$ cat src/rtl/pipe_pkg.sv
// pipe_pkg: shared PC constants and the branch-prediction shadow entry
package pipe_pkg;

    localparam int PC_BITS = 32;
    localparam logic [PC_BITS-1:0] RESET_PC = '0;
    localparam logic [PC_BITS-1:0] PC_STEP = 32'd4;

    typedef struct packed {
        logic               valid;
        logic [PC_BITS-1:0] pc;
        logic               pred_taken;
        logic [PC_BITS-1:0] pred_target;
    } shadow_t;

endpackage

$ cat src/rtl/bp_shadow_stage.sv
// bp_shadow_stage: one pipeline slot carrying a fetched PC and its prediction
module bp_shadow_stage
    import pipe_pkg::*;
(
    input  logic    clk,
    input  logic    rst,
    input  logic    i_hold,
    input  logic    i_clr,
    input  logic    i_load,
    input  shadow_t i_d,
    output shadow_t o_q
);

    shadow_t r_q;

    // hold beats clear beats load; clear only kills the valid bit
    always_ff @(posedge clk) begin
        if (rst)
            r_q <= '0;
        else if (!i_hold) begin
            if (i_clr)
                r_q.valid <= 1'b0;
            else if (i_load)
                r_q <= i_d;
        end
    end

    assign o_q = r_q;

endmodule

$ cat src/rtl/fetch_redirect_unit.sv
// fetch_redirect_unit: fetch PC register, prediction shadow pipe and EX mispredict redirect
module fetch_redirect_unit #(
    parameter int                 PC_BITS  = pipe_pkg::PC_BITS,
    parameter logic [PC_BITS-1:0] RESET_PC = pipe_pkg::RESET_PC,
    parameter int                 CNT_BITS = 16
) (
    input  logic                clk,
    input  logic                rst,
    input  logic                F_stall,
    input  logic                MEM_stall,
    input  logic [PC_BITS-1:0]  BP_target_pc,
    input  logic                BP_taken,
    input  logic                EX_brn,
    input  logic                EX_true_taken,
    input  logic [PC_BITS-1:0]  EX_alu_out,
    output logic [PC_BITS-1:0]  F_pc,
    output logic [PC_BITS-1:0]  EX_pc,
    output logic                EX_valid,
    output logic                BP_update,
    output logic                redirect,
    output logic [PC_BITS-1:0]  redirect_pc,
    output logic [CNT_BITS-1:0] branch_cnt,
    output logic [CNT_BITS-1:0] mispredict_cnt
);

    import pipe_pkg::*;

    logic [PC_BITS-1:0]  r_pc;
    logic [CNT_BITS-1:0] r_branch_cnt;
    logic [CNT_BITS-1:0] r_mispredict_cnt;
    shadow_t             w_d_in;
    shadow_t             w_d;
    shadow_t             w_ex;
    logic                w_br_miss;
    logic                w_ph_miss;

    assign w_d_in = '{valid: 1'b1, pc: r_pc, pred_taken: BP_taken, pred_target: BP_target_pc};

    bp_shadow_stage u_d (
        .clk    (clk),
        .rst    (rst),
        .i_hold (MEM_stall | (F_stall & ~redirect)),
        .i_clr  (redirect),
        .i_load (1'b1),
        .i_d    (w_d_in),
        .o_q    (w_d)
    );

    bp_shadow_stage u_ex (
        .clk    (clk),
        .rst    (rst),
        .i_hold (MEM_stall),
        .i_clr  (redirect | F_stall),
        .i_load (1'b1),
        .i_d    (w_d),
        .o_q    (w_ex)
    );

    assign w_br_miss = w_ex.valid & EX_brn &
                       ((EX_true_taken != w_ex.pred_taken) |
                        (EX_true_taken & (EX_alu_out != w_ex.pred_target)));
    assign w_ph_miss = w_ex.valid & ~EX_brn & w_ex.pred_taken;

    assign redirect    = w_br_miss | w_ph_miss;
    assign redirect_pc = (EX_brn & EX_true_taken) ? EX_alu_out : w_ex.pc + PC_STEP;
    assign BP_update   = EX_brn & w_ex.valid & ~MEM_stall;

    // fetch PC follows the predictor unless EX redirects it; a stall freezes it
    always_ff @(posedge clk) begin
        if (rst)
            r_pc <= RESET_PC;
        else if (!MEM_stall) begin
            if (redirect)
                r_pc <= redirect_pc;
            else if (!F_stall)
                r_pc <= BP_target_pc;
        end
    end

    // saturating statistics; redirects are counted only on the edge that acts on them
    always_ff @(posedge clk) begin
        if (rst) begin
            r_branch_cnt     <= '0;
            r_mispredict_cnt <= '0;
        end else begin
            if (BP_update && r_branch_cnt != '1)
                r_branch_cnt <= r_branch_cnt + CNT_BITS'(1);
            if (redirect && !MEM_stall && r_mispredict_cnt != '1)
                r_mispredict_cnt <= r_mispredict_cnt + CNT_BITS'(1);
        end
    end

    assign F_pc           = r_pc;
    assign EX_pc          = w_ex.pc;
    assign EX_valid       = w_ex.valid;
    assign branch_cnt     = r_branch_cnt;
    assign mispredict_cnt = r_mispredict_cnt;

endmodule
$ cat config.mk
export PLATFORM = sky130hd
export DESIGN_NAME = fetch_redirect_unit
export DESIGN_NICKNAME = d
export VERILOG_FILES = /design/src/rtl/pipe_pkg.sv /design/src/rtl/bp_shadow_stage.sv /design/src/rtl/fetch_redirect_unit.sv
export SDC_FILE = /design/constraint.sdc
export NUM_CORES = 1
export LEC_CHECK = 0
export CAP_MARGIN = 25
export CORE_ASPECT_RATIO = 0.75
export CORE_MARGIN = 2
export CORE_UTILIZATION = 55
export DETAILED_ROUTE_END_ITERATION = 16
export MAX_ROUTING_LAYER = met4
export PLACE_DENSITY = 0.93
export RECOVER_POWER = 100
export SLEW_MARGIN = 30
export SYNTH_ARGS = -nofsm -noshare
export SYNTH_HDL_FRONTEND = slang
export SYNTH_SLANG_ARGS = --single-unit
$ cat constraint.sdc
create_clock -name clk -period 4.7 [get_ports clk]
set_input_delay 0.94 -clock clk [delete_from_list [all_inputs] [get_ports clk]]
set_output_delay 0.94 -clock clk [all_outputs]
set_load 0.005 [all_outputs]
---- Yosys cells after proc, flatten, opt, wreduce, memory -nomap -nowiden ----
Cells that the tools add are included.
W data, S select, Z words.
storage, ports and cells
  bits in read-only memories .............. 0
  bits of input ports ..................... 71
  memories kept ........................... 0
  bits in writable memories ............... 0
  bits in registers ....................... 196
  output and inout bits ................... 131
  bits in latches ......................... 0
operators by class
  reduce and logical (&&, ||, !) cells .... 7
  add/sub/neg operators ................... 3
  multiply operators ...................... 0
  $lt $le $gt $ge ......................... 0
  muxes and demuxes ....................... 5
  bitwise gates (word level) .............. 17
  eq/ne operators ......................... 5
  shifts and indexed selects .............. 0
  divide/modulo/power cells ............... 0
operator list
  operator                 number
  $mux W32                 3
  $add A16 B1 Y16 const B  2
  $add A32 B3 Y32 const B  1
  $ne A16 B16 Y1 const B   2
  $ne A32 B32 Y1           1
  $and A1 B1 Y1            8
  $reduce_and A2 Y1        3
  $not A1 Y1               5
  $or A1 B1 Y1             4
  $logic_and A1 B1 Y1      3
  $mux W1                  2
  $ne A2 B1 Y1 const B     1
  $logic_not A1 Y1         1
  $ne A1 B1 Y1             1

---- Longest topological paths before layout ----
Gate-level depths: netlist of run 1.
  depth after elaboration ................. 10
  mapped depth ............................ 10
  depth with buffers taken out ............ 8

---- Cells and area by module ----
From an unflattened synthesis of run 1, not the netlist that was laid out.
second synthesis, totals
  cells, all modules ...................... 1174
  area, all modules ....................... 10493.8 µm²
by module, submodules not included
  module               instances  cells each  sequential area each (µm²)  area each (µm²)
  bp_shadow_stage      2          287         1321.3                      2941.6
  fetch_redirect_unit  1          600         1281.2                      4610.7

---- Worst setup path before layout of run 1 ----
Ideal clock, no wire load.
  path kind ............................... input to output
  start point ............................. input EX_alu_out[7]
  end point ............................... output redirect
  data arrival time ....................... 2205 ps
  path buffers ............................ 1
  cell stages on the path ................. 7
  data required time ...................... 3760 ps
  setup slack ............................. 1555 ps
  cells stage by stage .................... nor2b_1 or4_4 nor4_4 nand4_1 nand2b_1 inv_1 clkbuf_1
between the ends
  longest elaborated chain between the ends .. 5
ends and longest elaborated chain
  item                RTL line                   RTL
  start: declaration  fetch_redirect_unit.sv:15  input logic [PC_BITS-1:0] EX_alu_out,
  $ne A32 B32 Y1      fetch_redirect_unit.sv:61  (EX_true_taken & (EX_alu_out != w_ex.pred_target)));
  $and A1 B1 Y1       fetch_redirect_unit.sv:61
  $or A1 B1 Y1        fetch_redirect_unit.sv:60  ((EX_true_taken != w_ex.pred_taken) |
  $and A1 B1 Y1       fetch_redirect_unit.sv:59  assign w_br_miss = w_ex.valid & EX_brn &
  $or A1 B1 Y1        fetch_redirect_unit.sv:64  assign redirect = w_br_miss | w_ph_miss;
  end: declaration    fetch_redirect_unit.sv:20  output logic redirect,
Every way passes these cells.

---- Final worst setup path of run 1 ----
  start point ............................. input MEM_stall
  end point ............................... output BP_update
between the ends
  longest elaborated chain between the ends .. 2
ends and longest elaborated chain
  item                  RTL line                   RTL
  start: declaration    fetch_redirect_unit.sv:10  input logic MEM_stall,
  $not A1 Y1 (no line)  --
  $and A1 B1 Y1         fetch_redirect_unit.sv:66  assign BP_update = EX_brn & w_ex.valid & ~MEM_stall;
  end: declaration      fetch_redirect_unit.sv:19  output logic BP_update,
Every way passes these cells.

==> metrics, run 1 <==
setup slack after layout 0.331 ns; pwr/cell area 317 nW/um^2; port bufs 201; initial cell density of the core 56.2%; vias in the first global route 7875; crit share post-route 93.0%; total nets after synthesis 1244; clock tree buffer depth 2; run status complete, no violations; Wirelength per Cell 18.8 um; Mapped Cells about 1200; FP Rows 40; Post-CTS Resized 0; number of nets in the layout 1371; Ports 202; Area growth, synth to finish 26.7%; RSZ-0062 raised after global routing false; Post-synth EDFFs 0; DP Wirelength between 20 and 25 mm; Post-CTS Setup Inserts 0; CTS tree yes; setup TNS 0 ns; Clock Skews roughly 0.016 ns; synth unique cells between 40 and 50; insertion delay to the later sink of the worst-skew pair roughly 0.44 ns; Syn Area/Cell 7.70 sq um; fin crit period 4.37 ns; initial antenna violation count 0; worst path arrival time roughly 3.4 ns; sequential area share after synthesis between 40 and 50%; ratio of cells with drive above 1 in the final layout 3.97%; gpl congestion between 1 and 1.5; root buffer cell clkbuf_16; register bit total from synthesis 196; synth warn 0; pre-CTS setup slack 0.620 ns; Slew Viols, Final 0; Worst Hold Class reg2reg; worst-path maximum fanout 24; most used cells in the layout excluding fill and tap cells nand2_1 (300), dfxtp_1 (196), a21oi_1 (174); Setup violations, final 0; FMAX roughly 230 MHz; Worst-path clk slew 0.07 ns; peak supply drop ~0.3 mV; synthesized cell area 9010 sq um; Tot GR Track Use 33.6%; Vias 8854; commonest non-fill, non-tap cell in the layout nand2_1; DR iter-0 viols 1233; die height 115 um; max cap viols 0; ANT cells 0; startpoint types input port; Die Area 17400 sq um; worst rel slew slack 16.1%; clk sink count roughly 200; core area 16000 sq um; Slew @ Worst Pin 1.23 ns; CTS H-tree depth 4; CP Class in2out; hold_buf cts 0; crit path capture type primary output; vias per inst about 5.8; first-pass GRT wire length approximately 43 mm; total CTS buffers 17; asr flop ratio synth 0%; ys flop type dfxtp_1; die width 152 um; Overflow after GRT 0; largest net degree at the start of global routing roughly 140; remaining routing DRC violations 0; Critical Path RT 3.76 ns; Leak 4.19 nW; Antenna Violating Nets Remaining 0; fill cell count 1240; Final Hold Fails 0; Pre-antenna DRT Iters 6; Total Routed Length 28.5 mm
cells in the mapped netlist, types with 2 or more instances:
cell type / instances / area share (%)
buf_2: 11 / 0.61
or4_1: 2 / 0.17
inv_1: 10 / 0.42
o21ai_0: 5 / 0.28
o221a_1: 6 / 0.75
and3_1: 7 / 0.49
nand4_1: 26 / 1.8
o22ai_1: 2 / 0.14
buf_4: 46 / 3.8
or2_2: 2 / 0.14
nor3b_1: 3 / 0.25
a31oi_1: 2 / 0.14
xnor2_1: 54 / 5.2
and2_1: 6 / 0.42
clkbuf_1: 49 / 2.0
mux2_1: 3 / 0.37
a311oi_1: 5 / 0.49
dfxtp_1: 196 / 44
nand2b_1: 9 / 0.62
nand3_1: 20 / 1.1
nor2_1: 105 / 4.4
and4_1: 12 / 1.2
ha_1: 3 / 0.42
xor2_1: 24 / 2.3
nor2b_1: 8 / 0.56
nand2_1: 300 / 13
a21oi_1: 174 / 9.7
o21ai_1: 2 / 0.11
or3_1: 5 / 0.35
nor4_1: 22 / 1.5
o32ai_1: 4 / 0.39
mux2_2: 4 / 0.50
nor3_1: 27 / 1.5
where the power goes:
group | switching, mW | leakage [nW] | internal (mW)
clock | 0.664 | 0.285 | 0.844
combinational | 0.199 | 2.31 | 0.161
sequential | 0.0390 | 1.59 | 1.71
per-stage QoR:
step	cell area [sq um]	hold slack [ns]	cells	power, mW	utilization (%)
after global placement	10800	0.436	1488	2.14	67.7
after floorplan	9010	0.432	1170	1.95	-
after global routing	11400	0.470	1520	3.71	71.3
final	11400	0.450	1520	3.61	71.3
after detailed placement	10800	0.441	1488	2.15	67.7
after CTS	11400	0.452	1520	3.62	71.5
final cells by class:
| type | count | area [sq um] | share of cell area [%] |
|---|---|---|---|
| Clock buffer | 18 | 429 | 3.76 |
| Clock inverter | 14 | 180 | 1.58 |
| Inverter | 10 | 37.5 | 0.329 |
| Multi-Input combinational cell | 858 | 4450 | 39.0 |
| Sequential cell | 196 | 3920 | 34.4 |
| Tap cell | 210 | 263 | 2.30 |
| Timing Repair Buffer | 214 | 2120 | 18.6 |
worst max-delay path: stages:
cell	delay [ns]
dlygate4sd3_1	0.52
clkbuf_1	0.92
nand3b_1	0.33
inv_1	0.11
dlygate4sd3_1	0.59
metal layers:
| metal | routed length (um) | global-route usage [%] | vias to the layer above |
|---|---|---|---|
| met5 | 0 | - | - |
| li1 | - | - | 4163 |
| met2 | 12700 | 48.9 | 547 |
| met1 | 11700 | 45.8 | 4055 |
| met4 | 1150 | 13.6 | 0 |
| met3 | 2970 | 6.71 | 89 |
worst paths after layout:
path / slack [ns] / start / to / depth (start not counted)
min: 0.45 / u_d.o_q[22] / u_ex.o_q[22] / 2
max: 0.33 / MEM_stall / BP_update / 5
max reg2reg: 1.20 / u_ex.o_q[32] / u_d.o_q[5] / 9
min reg2reg: 0.45 / u_d.o_q[22] / u_ex.o_q[22] / 2
flip-flops by register name (all words and copies together) (netlist names):
register,count
branch_cnt,16
u_ex.o_q,66
mispredict_cnt,16
u_d.o_q,66
F_pc,32
cells by family after synthesis:
logic type      after synthesis  share of synthesized area [%]
compound gates              211                           13.1
xor+xnor                     78                           7.58
fa+ha+maj                     3                          0.417
buf+inv                     116                           6.90
flops                       196                           43.6
mux                           8                          0.986
simple gates                558                           27.5
Power figures use the tool's default switching activity.
==> inputs of run 2 (changes only) <==
==> constraint.sdc (replaced) <==
create_clock -name clk -period 4.7 [get_ports clk]
set_input_delay 0.94 -clock clk [delete_from_list [all_inputs] [get_ports clk]]
set_output_delay 0.94 -clock clk [all_outputs]
set_load 0.05 [all_outputs]
==> run 2 against run 1 <==
Power decreased by 0.52%. Sequential cell count stayed put. Non-clock buffer count is 2 higher. Clock power fell by 9%. Register-to-register slack better by 0.03 ns. Core utilization fell by 0.54 points. Cell count rose by 0.26%.
==> metrics, run 2 (synthesized netlist as in run 1, its figures left out) <==
run status complete, no violations; Wirelength per Cell 18.5 um (-1.1%); Final Power 3.59 mW (-0.52%); insertion delay to the later sink of the worst-skew pair 0.44 ns (about the same); fin crit period 4.50 ns (+0.130 ns); Setup violations, final 0 (unchanged); Final Hold Fails 0 (unchanged); Fin Hold WS 0.450 ns (-0.000670 ns); slowest CP cell clkdlybuf4s50_1; dpl cells 1490 (+0.13%); CP bufs+invs 3 (-1); gpl congestion 1.04 (+1.7%); largest net degree at the start of global routing 160 (+17%); FF+latch area 3920 sq um (unchanged); hold_buf cts 0 (unchanged); Slew @ Worst Pin 1.18 ns (-0.0483 ns); core area 16000 sq um (unchanged); FMAX 222 MHz (-2.9%); number of nets in the layout 1373 (+0.15%); Pre-antenna DRT Iters 6 (unchanged); FP Rows 40 (unchanged); CTS tree yes; WL met3 3.02 mm (+1.9%); Total Routed Length 28.3 mm (-0.88%); worst rel slew slack 19.4% (+3.3 points); reg2reg end u_d.o_q[31]; crit path capture type primary output; die width 152 um (unchanged); port bufs 201 (unchanged); Multi-input gate area 4470 sq um (+0.31%); setup TNS 0 ns (unchanged); first-pass GRT wire length 42.2 mm (-2.0%); Tot GR Track Use 32.6% (-1.0 points); most used cells in the layout excluding fill and tap cells nand2_1 (299), dfxtp_1 (196), a21oi_1 (174); worst-path maximum fanout 31 (+29%); pwr/cell area 317 nW/um^2 (+0.24%); Worst-path clk slew 0.07 ns (about the same); metal2 WL 12.3 mm (-2.8%); worst path arrival time 3.56 ns (+0.13 ns); Ports 202 (unchanged); Worst Hold Class reg2reg; Overflow after GRT 0 (unchanged); startpoint types input port; Clock Skews 0.0108 ns (-0.00471 ns); clk sink count 196 (unchanged); commonest non-fill, non-tap cell in the layout nand2_1; total CTS buffers 17 (unchanged); clock tree buffer depth 2 (unchanged); remaining routing DRC violations 0 (unchanged); Vias 9016 (+1.8%); fill cell count 1208 (-2.6%); Slew Viols, Final 0 (unchanged); ratio of cells with drive above 1 in the final layout 5.11% (+1.1 points); crit share post-route 95.7% (+2.8 points); Post-CTS Setup Inserts 0 (unchanged); Die Area 17400 sq um (unchanged); final core occ 70.7% (-0.54 points); Crit path max-delay family buffers and inverters; Post-CTS Resized 0 (unchanged); Hold Path Sink u_ex.o_q[59]; crit-path cells dlygate4sd3_1, nand2_2, clkbuf_2, nor2_1, a21oi_1, clkdlybuf4s50_1; CTS H-tree depth 4 (unchanged); initial cell density of the core 56.2% (unchanged); initial antenna violation count 1 (+1); DR iter-0 viols 1092 (-11%); die height 115 um (unchanged); RSZ-0062 raised after global routing false; Reg2Reg Setup Slack 1.23 ns (+0.03 ns); Leak 4.17 nW (-0.45%); root buffer cell clkbuf_16; slowest stage delay, CP 0.87 ns (-0.05 ns); vias in the first global route 8034 (+2.0%); Area growth, synth to finish 25.7%; Critical Path RT 3.76 ns (about the same); Top Layer Used met4; CP Class in2out; Non-Filler Instances 1524 (+0.26%); hold path depth 2 (unchanged); Antenna Violating Nets Remaining 0 (unchanged); peak supply drop 0.250 mV (-16%); DP Wirelength 20.6 mm (+0.20%); Met1 Wirelength 11.5 mm (-1.8%); r2r startpoint u_ex.o_q[16]; Hold Startpoint u_d.o_q[59]; max cap viols 0 (unchanged); vias per inst 5.92 (+1.6%); R2R cell count 9 (unchanged)
-- run 2: changes by cell type in the layout (fill, tap and decap cells not counted), moves of 2 or more --
cell             change
dlygate4sd3_1        -7
inv_6                +2
clkbuf_2            +10
diode_2              +2
inv_8                +2
bufinv_16            -3
buf_4                +3
clkdlybuf4s50_1      -3
-- run 2: power by group --
part / internal, mW / leakage, nW / total (mW) / switching [mW]
clock: 0.694 / 0.259 / 1.37 / 0.675
sequential: 1.70 / 1.59 / 1.74 / 0.0376
combinational: 0.160 / 2.32 / 0.482 / 0.322
-- run 2: final cells by class --
class                           count  share of cell area [%]
Tap cell                          210                    2.32
Inverter                           10                   0.331
Multi-Input combinational cell    858                    39.4
Timing Repair Buffer              216                    18.3
Antenna cell                        2                  0.0442
Clock inverter                     14                    1.07
Sequential cell                   196                    34.6
Clock buffer                       18                    3.79
-- run 2: stage by stage --
step | area (sq um) | worst slack (ns)
after floorplan | 9010 | 1.24
after CTS | 11400 | 0.428
after global routing | 11300 | 0.129
after detailed placement | 10800 | 0.608
after global placement | 10800 | 0.746
final | 11300 | 0.201
-- run 2: per-layer routing --
layer | global-route usage, % | vias up
met3 | 7.26 | 113
met5 | - | -
met2 | 46.7 | 586
met4 | 16.7 | 0
li1 | - | 4171
met1 | 43.2 | 4146
-- run 2: worst min-delay path, cell delays in order, from the launching register on --
cell	delay, ns
dfxtp_1	0.31
nand2_1	0.05
a21oi_1	0.05
-- run 2: how the worst max path moves through the flow --
stage / startpoint / end / slack [ns] / cells after the start
after global routing: EX_brn / redirect_pc[15] / 0.13 / 6
after detailed placement: EX_brn / redirect_pc[10] / 0.61 / 6
final: EX_brn / redirect_pc[10] / 0.20 / 6
after global placement: EX_brn / redirect_pc[18] / 0.75 / 6
after floorplan: EX_brn / redirect_pc[31] / 1.24 / 5
after CTS: u_ex.o_q[41] / redirect_pc[31] / 0.43 / 6
==> inputs of run 3 (changes only) <==
==> constraint.sdc (replaced) <==
create_clock -name clk -period 4.7 [get_ports clk]
set_input_delay 0.94 -clock clk [delete_from_list [all_inputs] [get_ports clk]]
set_output_delay 0.94 -clock clk [all_outputs]
set_load 0.1 [all_outputs]
==> run 3 against run 2 <==
Clock skew down 0.0016 ns. Global-route usage is 0.72 points higher. Routed wire length is 0.67% higher. Hold slack gained 0.0022 ns. Die area is the same. Non-clock buffer count decreased by 1. Core utilization is 0.30 points higher. Clock power up 5%. Maximum frequency grew 5.4%. Count of clock-buffer cells in the layout grew 3. Design area increased by 0.42%. Sequential share of layout area shrank 0.14 points. Critical endpoint is now redirect_pc[24]. Largest cell class unchanged. Largest power group unchanged.
==> metrics, run 3 (synthesized netlist as in run 1, its figures left out) <==
initial cell density of the core 56.2% (unchanged); Tot GR Track Use 33.3% (+0.72 points); number of nets in the layout 1372 (-0.073%); Pre-antenna DRT Iters 6 (unchanged); Area growth, synth to finish 26.2%; port bufs 201 (unchanged); CTS tree yes; Clock Skews 0.00927 ns (-0.00158 ns); Overflow after GRT 0 (unchanged); root buffer cell clkbuf_16; total CTS buffers 17 (unchanged); CP Class in2out; fin crit period 4.27 ns (-0.229 ns); Vias 9028 (+0.13%); Slew Viols, Final 0 (unchanged); setup TNS 0 ns (unchanged); post-layout instance area 11400 sq um (+0.42%); ratio of cells with drive above 1 in the final layout 6.41% (+1.3 points); FF+latch area 3920 sq um (unchanged); core area 16000 sq um (unchanged); Final Hold Fails 0 (unchanged); worst-path maximum fanout 29 (-6.5%); run status complete, no violations; Multi-input gate area 4430 sq um (-0.81%); Leak 4.21 nW (+1.0%); Die Area 17400 sq um (unchanged); final core occ 71.0% (+0.30 points); clock tree buffer depth 2 (unchanged); initial antenna violation count 0 (-1); first-pass GRT wire length 43.0 mm (+2.0%); pre-CTS setup slack 0.825 ns (+0.217 ns); Post-CTS Setup Inserts 0 (unchanged); slowest CP cell nand2_1; crit-path cells dlygate4sd3_1, nand2_1, nor2_1, a21oi_1, clkbuf_2; FP Rows 40 (unchanged); Worst-path clk slew 0.06 ns (about the same); Total Routed Length 28.4 mm (+0.67%); Worst Hold Class reg2reg; die width 152 um (unchanged); gpl congestion 1.03 (-0.21%); Wirelength per Cell 18.7 um (+0.87%); crit share post-route 90.8% (-4.9 points); hold_buf cts 0 (unchanged); worst rel slew slack 15.5% (-3.9 points); Setup violations, final 0 (unchanged); vias per inst 5.94 (+0.33%); Final Power 3.81 mW (+6.0%); worst path arrival time 3.33 ns (-0.23 ns); peak supply drop 0.235 mV (-6.1%); remaining routing DRC violations 0 (unchanged); clk sink count 196 (unchanged); fill cell count 1174 (-2.8%); DP Wirelength 20.2 mm (-2.2%); vias in the first global route 7973 (-0.76%); pwr/cell area 335 nW/um^2 (+5.6%); crit path capture type primary output; Ports 202 (unchanged); CTS H-tree depth 4 (unchanged); most used cells in the layout excluding fill and tap cells nand2_1 (300), dfxtp_1 (196), a21oi_1 (174); FMAX 234 MHz (+5.4%); DR iter-0 viols 1211 (+11%); Post-CTS Resized 0 (unchanged); Critical Path RT 3.76 ns (about the same); insertion delay to the later sink of the worst-skew pair 0.44 ns (about the same); placed cell area 10900 sq um (+0.81%); die height 115 um (unchanged); Slew @ Worst Pin 1.27 ns (+0.0952 ns); largest net degree at the start of global routing 167 (+4.4%); commonest non-fill, non-tap cell in the layout nand2_1; slowest stage delay, CP 0.76 ns (-0.11 ns); max cap viols 0 (unchanged); RSZ-0062 raised after global routing false; setup slack after layout 0.430 ns (+0.229 ns); startpoint types input port; Antenna Violating Nets Remaining 0 (unchanged); ANT cells 0 (-2)
run 3: cell count changes in the layout (fill, tap and decap cells not counted), sizes merged:
cell	previous run	this run
dlygate4sd3	122	98
buf	12	33
clkbuf	32	38
clkinvlp	4	1
diode	2	0
bufinv	0	1
clkdlybuf4s50	68	67
inv	16	15
run 3: final timing paths:
kind,end,start,slack (ns),cells after the start
min,u_ex.o_q[16],u_d.o_q[16],0.45,2
min reg2reg,u_ex.o_q[16],u_d.o_q[16],0.45,2
max,redirect_pc[24],EX_brn,0.43,5
max reg2reg,u_ex.o_q[20],u_ex.o_q[32],1.36,8
run 3: report_power, final:
part           switching [mW]  internal (mW)
registers              0.0393           1.71
logic                   0.459          0.168
clock network           0.653          0.785
run 3: per-stage QoR:
step / instances / hold WS (ns)
floorplan: 1170 / 0.432
global route: 1521 / 0.465
CTS: 1520 / 0.452
finish: 1521 / 0.452
global placement: 1488 / 0.436
detailed placement: 1488 / 0.443
run 3: per-layer routing:
layer  GRT usage (%)  wire length [um]
met5               -                 0
met4            13.3              1120
met3            6.83              3120
met2            48.1             12600
met1            45.7             11600
run 3: area by class of cell:
class                   instances  share of cell area, %
repair buffers                215                   18.7
multi-input cells             858                   39.0
inverters                      10                  0.330
clock inverters                11                   1.01
well taps                     210                   2.31
clock buffers                  21                   4.14
flip-flops and latches        196                   34.5
run 3: worst max-delay path, delay by kind of cell:
family | cells | cell delay (ns)
buffers and inverters | 2 | 1.14
AND/OR/NAND/NOR | 2 | 0.87
AO/OA/AOI/OAI | 1 | 0.36
==> patch 1, RTL diff (settings of run 1) <==
Make the reset (`rst`) asynchronous in 3 clocked blocks.
--- a/src/rtl/bp_shadow_stage.sv
+++ b/src/rtl/bp_shadow_stage.sv
@@ -14,7 +14,7 @@
     shadow_t r_q;
 
     // hold beats clear beats load; clear only kills the valid bit
-    always_ff @(posedge clk) begin
+    always_ff @(posedge clk or posedge rst) begin
         if (rst)
             r_q <= '0;
         else if (!i_hold) begin
--- a/src/rtl/fetch_redirect_unit.sv
+++ b/src/rtl/fetch_redirect_unit.sv
@@ -66,7 +66,7 @@
     assign BP_update   = EX_brn & w_ex.valid & ~MEM_stall;
 
     // fetch PC follows the predictor unless EX redirects it; a stall freezes it
-    always_ff @(posedge clk) begin
+    always_ff @(posedge clk or posedge rst) begin
         if (rst)
             r_pc <= RESET_PC;
         else if (!MEM_stall) begin
@@ -78,7 +78,7 @@
     end
 
     // saturating statistics; redirects are counted only on the edge that acts on them
-    always_ff @(posedge clk) begin
+    always_ff @(posedge clk or posedge rst) begin
         if (rst) begin
             r_branch_cnt     <= '0;
             r_mispredict_cnt <= '0;
Function: differs if rst is asserted again (counterexample within 4 cycles, from zero or initial values and one cycle with rst high); with rst held inactive, the same outputs for 4 cycles.
==> patch 1 against run 1 <==
- design area grew 4.1%
- register-to-register slack lost 260 ps
- utilization shrank 0.24 points
- count of clock-buffer cells in the layout is the same
- worst setup slack lost 180 ps
- sequential cell count is the same
- routed wire length shrank 7.9%
- the flow now finishes with violations (capacitance limit, slew limit)
- synthesized area grew 3.7%
- global-route usage shrank 2.8 points
- clock skew shrank 4.7 ps
- first-iteration DRC count shrank 39%
Power is not compared: it rests on default switching activity, and its combinational part moved more than twofold at a synthesized area within 25%.
==> patch 1: results (changes against run 1) <==
- Largest fanout on the critical path: 2 (-92%)
- Layout cells sized above 1: 0.0414 (+0.00170)
- Place WS: 591 ps (-29.5 ps)
- LEAKAGE: about 5.8 nW
- Highest routed metal layer: met4
- Post-synthesis instance total: 1,067 (-8.8%)
- Status: finished with violations
- Multi-input gate count: 780 (-9.1%)
- Signal buffers: 217 (+1.4%)
- Met3 GRT Util: 0.0596 (-0.00742)
- M1 WL: 11,100 um (-4.8%)
- Met2 usage: 0.475 (-0.0145)
- Violated checks: capacitance limit, slew limit
- Delay of the slowest cell on the worst path: 600 ps (-320 ps)
- DR vias/cell: 5.61 (-3.6%)
- Post-synthesis mux area share: 0.00241 (-0.00745)
- GRT met1 Usage: 0.412 (-0.0461)
- First-pass GRT wire length: 41,300 um (-4.0%)
- Global-route usage over all layers: 0.308 (-0.0279)
- Relative slew slack: -0.102 (-0.263)
- Adder-cell share of the synthesized area: 0.00402 (-0.000148)
- Max_cap viols: 4 (+4)
- Top_reg_cell synth: dfrtp_1
- CP arrival: 3610 ps (+180 ps)
- Nets: 1,293 (-5.7%)
- DRT iter0 DRCs: 757 (-39%)
- Largest net degree at the start of global routing: 96 (-30%)
- Post-synthesis sequential area ratio: 0.525 (+0.0896)
- Signal buf overhead: 0.178 (-0.00770)
- Sequential share of cell area: 0.413 (+0.0692)
- Invs w/o clock: 7 (-3)
- Synth Area in Compound Gates: 0.0651 (-0.0656)
- Final instance area: 0.0119 mm^2 (+4.1%)
- Multi-input logic portion of the cell area: 0.330 (-0.0605)
- Async set or reset register ratio after synthesis: 1.00 (+1.00)
- Slew Limit Fails: 173 (+173)
- Placed cells: 1,415 (-4.9%)
- Post-Synth XOR/XNOR Area: 0.0835 (+0.00762)
- # fillers: 1,206 (-2.7%)
- Detailed Place HPWL: 18,600 um (-9.5%)
- Slowest CP cell: dlygate4sd3_1
- Count of unique library cells instantiated by Yosys: 42 (-14%)
- ClkCell Share: 0.0537 (+0.000336)
- Vias in the first global route: 7,826 (-0.62%)
- Die ar.: 0.0181 mm^2 (+3.6%)
- Avg WL per Cell: 18.1 um (-3.3%)
- Placed Area: 0.0113 mm^2 (+4.7%)
- Routability Congestion: 0.897 (-12%)
- Synth top cells by count: nand2_1 (452), dfrtp_1 (196), nor2_1 (46)
- Metal2 WL: 12,300 um (-3.2%)
-- patch 1: power breakdown --
| group | total, mW | internal, mW | switching, mW |
|---|---|---|---|
| combinational | 1.50 | 0.754 | 0.746 |
| sequential | 2.50 | 2.11 | 0.395 |
| clock | 1.58 | 0.913 | 0.665 |
-- patch 1: path summary, 6_finish.rpt --
kind / start / cells after the start / slack, ps / endpoint
setup / recovery: EX_alu_out[0] / 7 / 150 / redirect
hold / removal: u_d.o_q[3]$_DFFE_PP0P_ / 2 / 460 / u_ex.o_q[3]$_DFFE_PP0P_
setup reg to reg: u_ex.o_q[0]$_DFFE_PP0P_ / 10 / 940 / F_pc[23]$_DFFE_PP0P_
hold reg to reg: u_d.o_q[3]$_DFFE_PP0P_ / 2 / 460 / u_ex.o_q[3]$_DFFE_PP0P_
max in group asynchronous: rst / 3 / 1510 / u_d.o_q[39]$_DFFE_PP0P_
min in group asynchronous: rst / 2 / 1110 / branch_cnt[0]$_DFFE_PP0P_
==> patch 2, RTL diff (flow settings as in run 1) <==
Made on the original files. The parameter `CNT_BITS` goes from 16 to 24.
--- a/src/rtl/fetch_redirect_unit.sv
+++ b/src/rtl/fetch_redirect_unit.sv
@@ -2,7 +2,7 @@
 module fetch_redirect_unit #(
     parameter int                 PC_BITS  = pipe_pkg::PC_BITS,
     parameter logic [PC_BITS-1:0] RESET_PC = pipe_pkg::RESET_PC,
-    parameter int                 CNT_BITS = 16
+    parameter int                 CNT_BITS = 24
 ) (
     input  logic                clk,
     input  logic                rst,
Ports: changed (resized branch_cnt and mispredict_cnt); port bits go from 202 to 218. No check against the original RTL was run, so the function may have changed too.
==> patch 2 against run 1 <==
- sequential power is 8% higher
- utilization grew 0.40 points
- sequential share of layout area fell by 0.44 points
- design area up 9.5%
- non-clock buffer count is 25 higher
- power up 13%
- sequential cell count is 16 higher
- first-iteration DRC count is 21% lower
- combinational power is essentially flat
- count of clock-buffer cells in the layout is 13 higher
- worst setup slack got worse by 150 ps
- synthesized area rose by 7.8%
- synthesized cell count increased by 8.2%
- routed wire length up 6.9%
- largest power group unchanged
==> patch 2: results (changes against run 1) <==
- Post-CTS Resized: 0 (unchanged)
- Status: finished, final reports clean
- Max Buffers Root-to-Sink: 3 (+1)
- CTS root buf: clkbuf_16
- Power Clock: 1.83 mW (+21%)
- Worst slew pin tran: 1450 ps (+222 ps)
- Avg WL per Cell: 18.2 um (-3.1%)
- Setup Skew: 18.5 ps (+2.98 ps)
- First-pass DRT Iterations: 7 (+1)
- Detailed Place HPWL: 21,100 um (+2.8%)
- GRT met1 Usage: 0.427 (-0.0313)
- Async set or reset register ratio after synthesis: 0 (unchanged)
- Global-route usage over all layers: 0.324 (-0.0118)
- Synth Area in Compound Gates: 0.119 (-0.0116)
- Post-Synth XOR/XNOR Area: 0.0766 (+0.000802)
- Largest fanout on the critical path: 23 (-4.2%)
- TritonCTS Buffers: 22 (+5)
- Port bufs: 217 (+8.0%)
- Synth area leaders: dfxtp_1 (44%), nand2_1 (13%), a21oi_1 (7.4%), xnor2_1 (4.9%), nor2_1 (4.1%)
- Peak VDD IR: 0.237 mV (-20%)
- Count of unique library cells instantiated by Yosys: 55 (+12%)
- Nets: 1,492 (+8.8%)
- Post CTS Setup Buffer Count: 0 (unchanged)
- Layout cells sized above 1: 0.0509 (+0.0112)
- P_comb: 0.360 mW (about the same)
- # fillers: 1,327 (+7.0%)
- Antenna violations before repair: 2 (+2)
- Met3 GRT Util: 0.0786 (+0.0115)
- Met2 usage: 0.494 (+0.00451)
- LEAKAGE: 4.63 nW (+11%)
- Adder-cell share of the synthesized area: 0.00386 (-0.000303)
- Worst skew pair latency: 510 ps (+70 ps)
- Post-synthesis instance total: 1,266 (+8.2%)
- Place WS: 398 ps (-222 ps)
- Placed Area: 0.0118 mm^2 (+9.1%)
- First-pass GRT wire length: 47,100 um (+9.4%)
- Routed WL: 30,500 um (+6.9%)
- Routability Congestion: 0.939 (-7.8%)
- Post-synthesis sequential area ratio: 0.437 (+0.00133)
- Combinational Power Share: 0.088 (-0.012)
- Placed cells: 1,636 (+9.9%)
- Largest net degree at the start of global routing: 118 (-14%)
- Ys Warns: 0 (unchanged)
- Post-synthesis mux area share: 0.00786 (-0.00200)
- CTS H-tree lvls: 1 (-3)
- P_int: 3.11 mW (+15%)
- Vias in the first global route: 8,995 (+14%)
- DRT iter0 DRCs: 968 (-21%)
- Synth top cells by count: nand2_1 (326), dfxtp_1 (212), a21oi_1 (144)
- Via Count: 9,745 (+10%)
patch 2: path summary, 6_finish.rpt:
path / start / end / slack, ps / cells past startpoint
worst min register to register: u_d.o_q[16]$_SDFFE_PP0P_ / u_ex.o_q[16]$_SDFFE_PP0P_ / 450 / 2
worst max-delay path: EX_brn / redirect_pc[13] / 180 / 5
worst min-delay path: u_d.o_q[16]$_SDFFE_PP0P_ / u_ex.o_q[16]$_SDFFE_PP0P_ / 450 / 2
worst max register to register: u_ex.o_q[65]$_SDFFE_PP0N_ / F_pc[30]$_SDFFE_PP0P_ / 1180 / 8
patch 2: final cells by class:
class | instances | area share
multi-input cells | 929 | 0.384
inverters | 14 | 0.00420
repair buffers | 239 | 0.186
clock buffers | 31 | 0.0540
clock inverters | 8 | 0.00751
diodes | 2 | 0.000400
flip-flops and latches | 212 | 0.339
well taps | 242 | 0.0242
patch 2: cell families (layout without fill, tap and decap cells):
kind of cell	after synthesis	in the layout
simple gates	620	620
compound gates	214	214
flops	212	212
buf+inv	125	292
xor+xnor	85	85
mux	7	7
fa+ha+maj	3	3
other cells	0	2
patch 2: routing by layer:
layer	vias to the layer above	wire (um)
met5	-	0
met4	0	964
met3	81	3490
met2	553	13800
met1	4585	12300
li1	4526	-
patch 2: stage by stage:
step / hold slack, ps / utilization
after floorplan: 432 / -
after CTS: 445 / 0.722
after detailed placement: 444 / 0.678
after global placement: 435 / 0.678
final: 449 / 0.717
after global routing: 472 / 0.717
patch 2: critical path: stages:
cell and delay, ps:
dlygate4sd3_1 590, and2_0 170, clkbuf_1 830, o21ai_0 370, dlygate4sd3_1 670
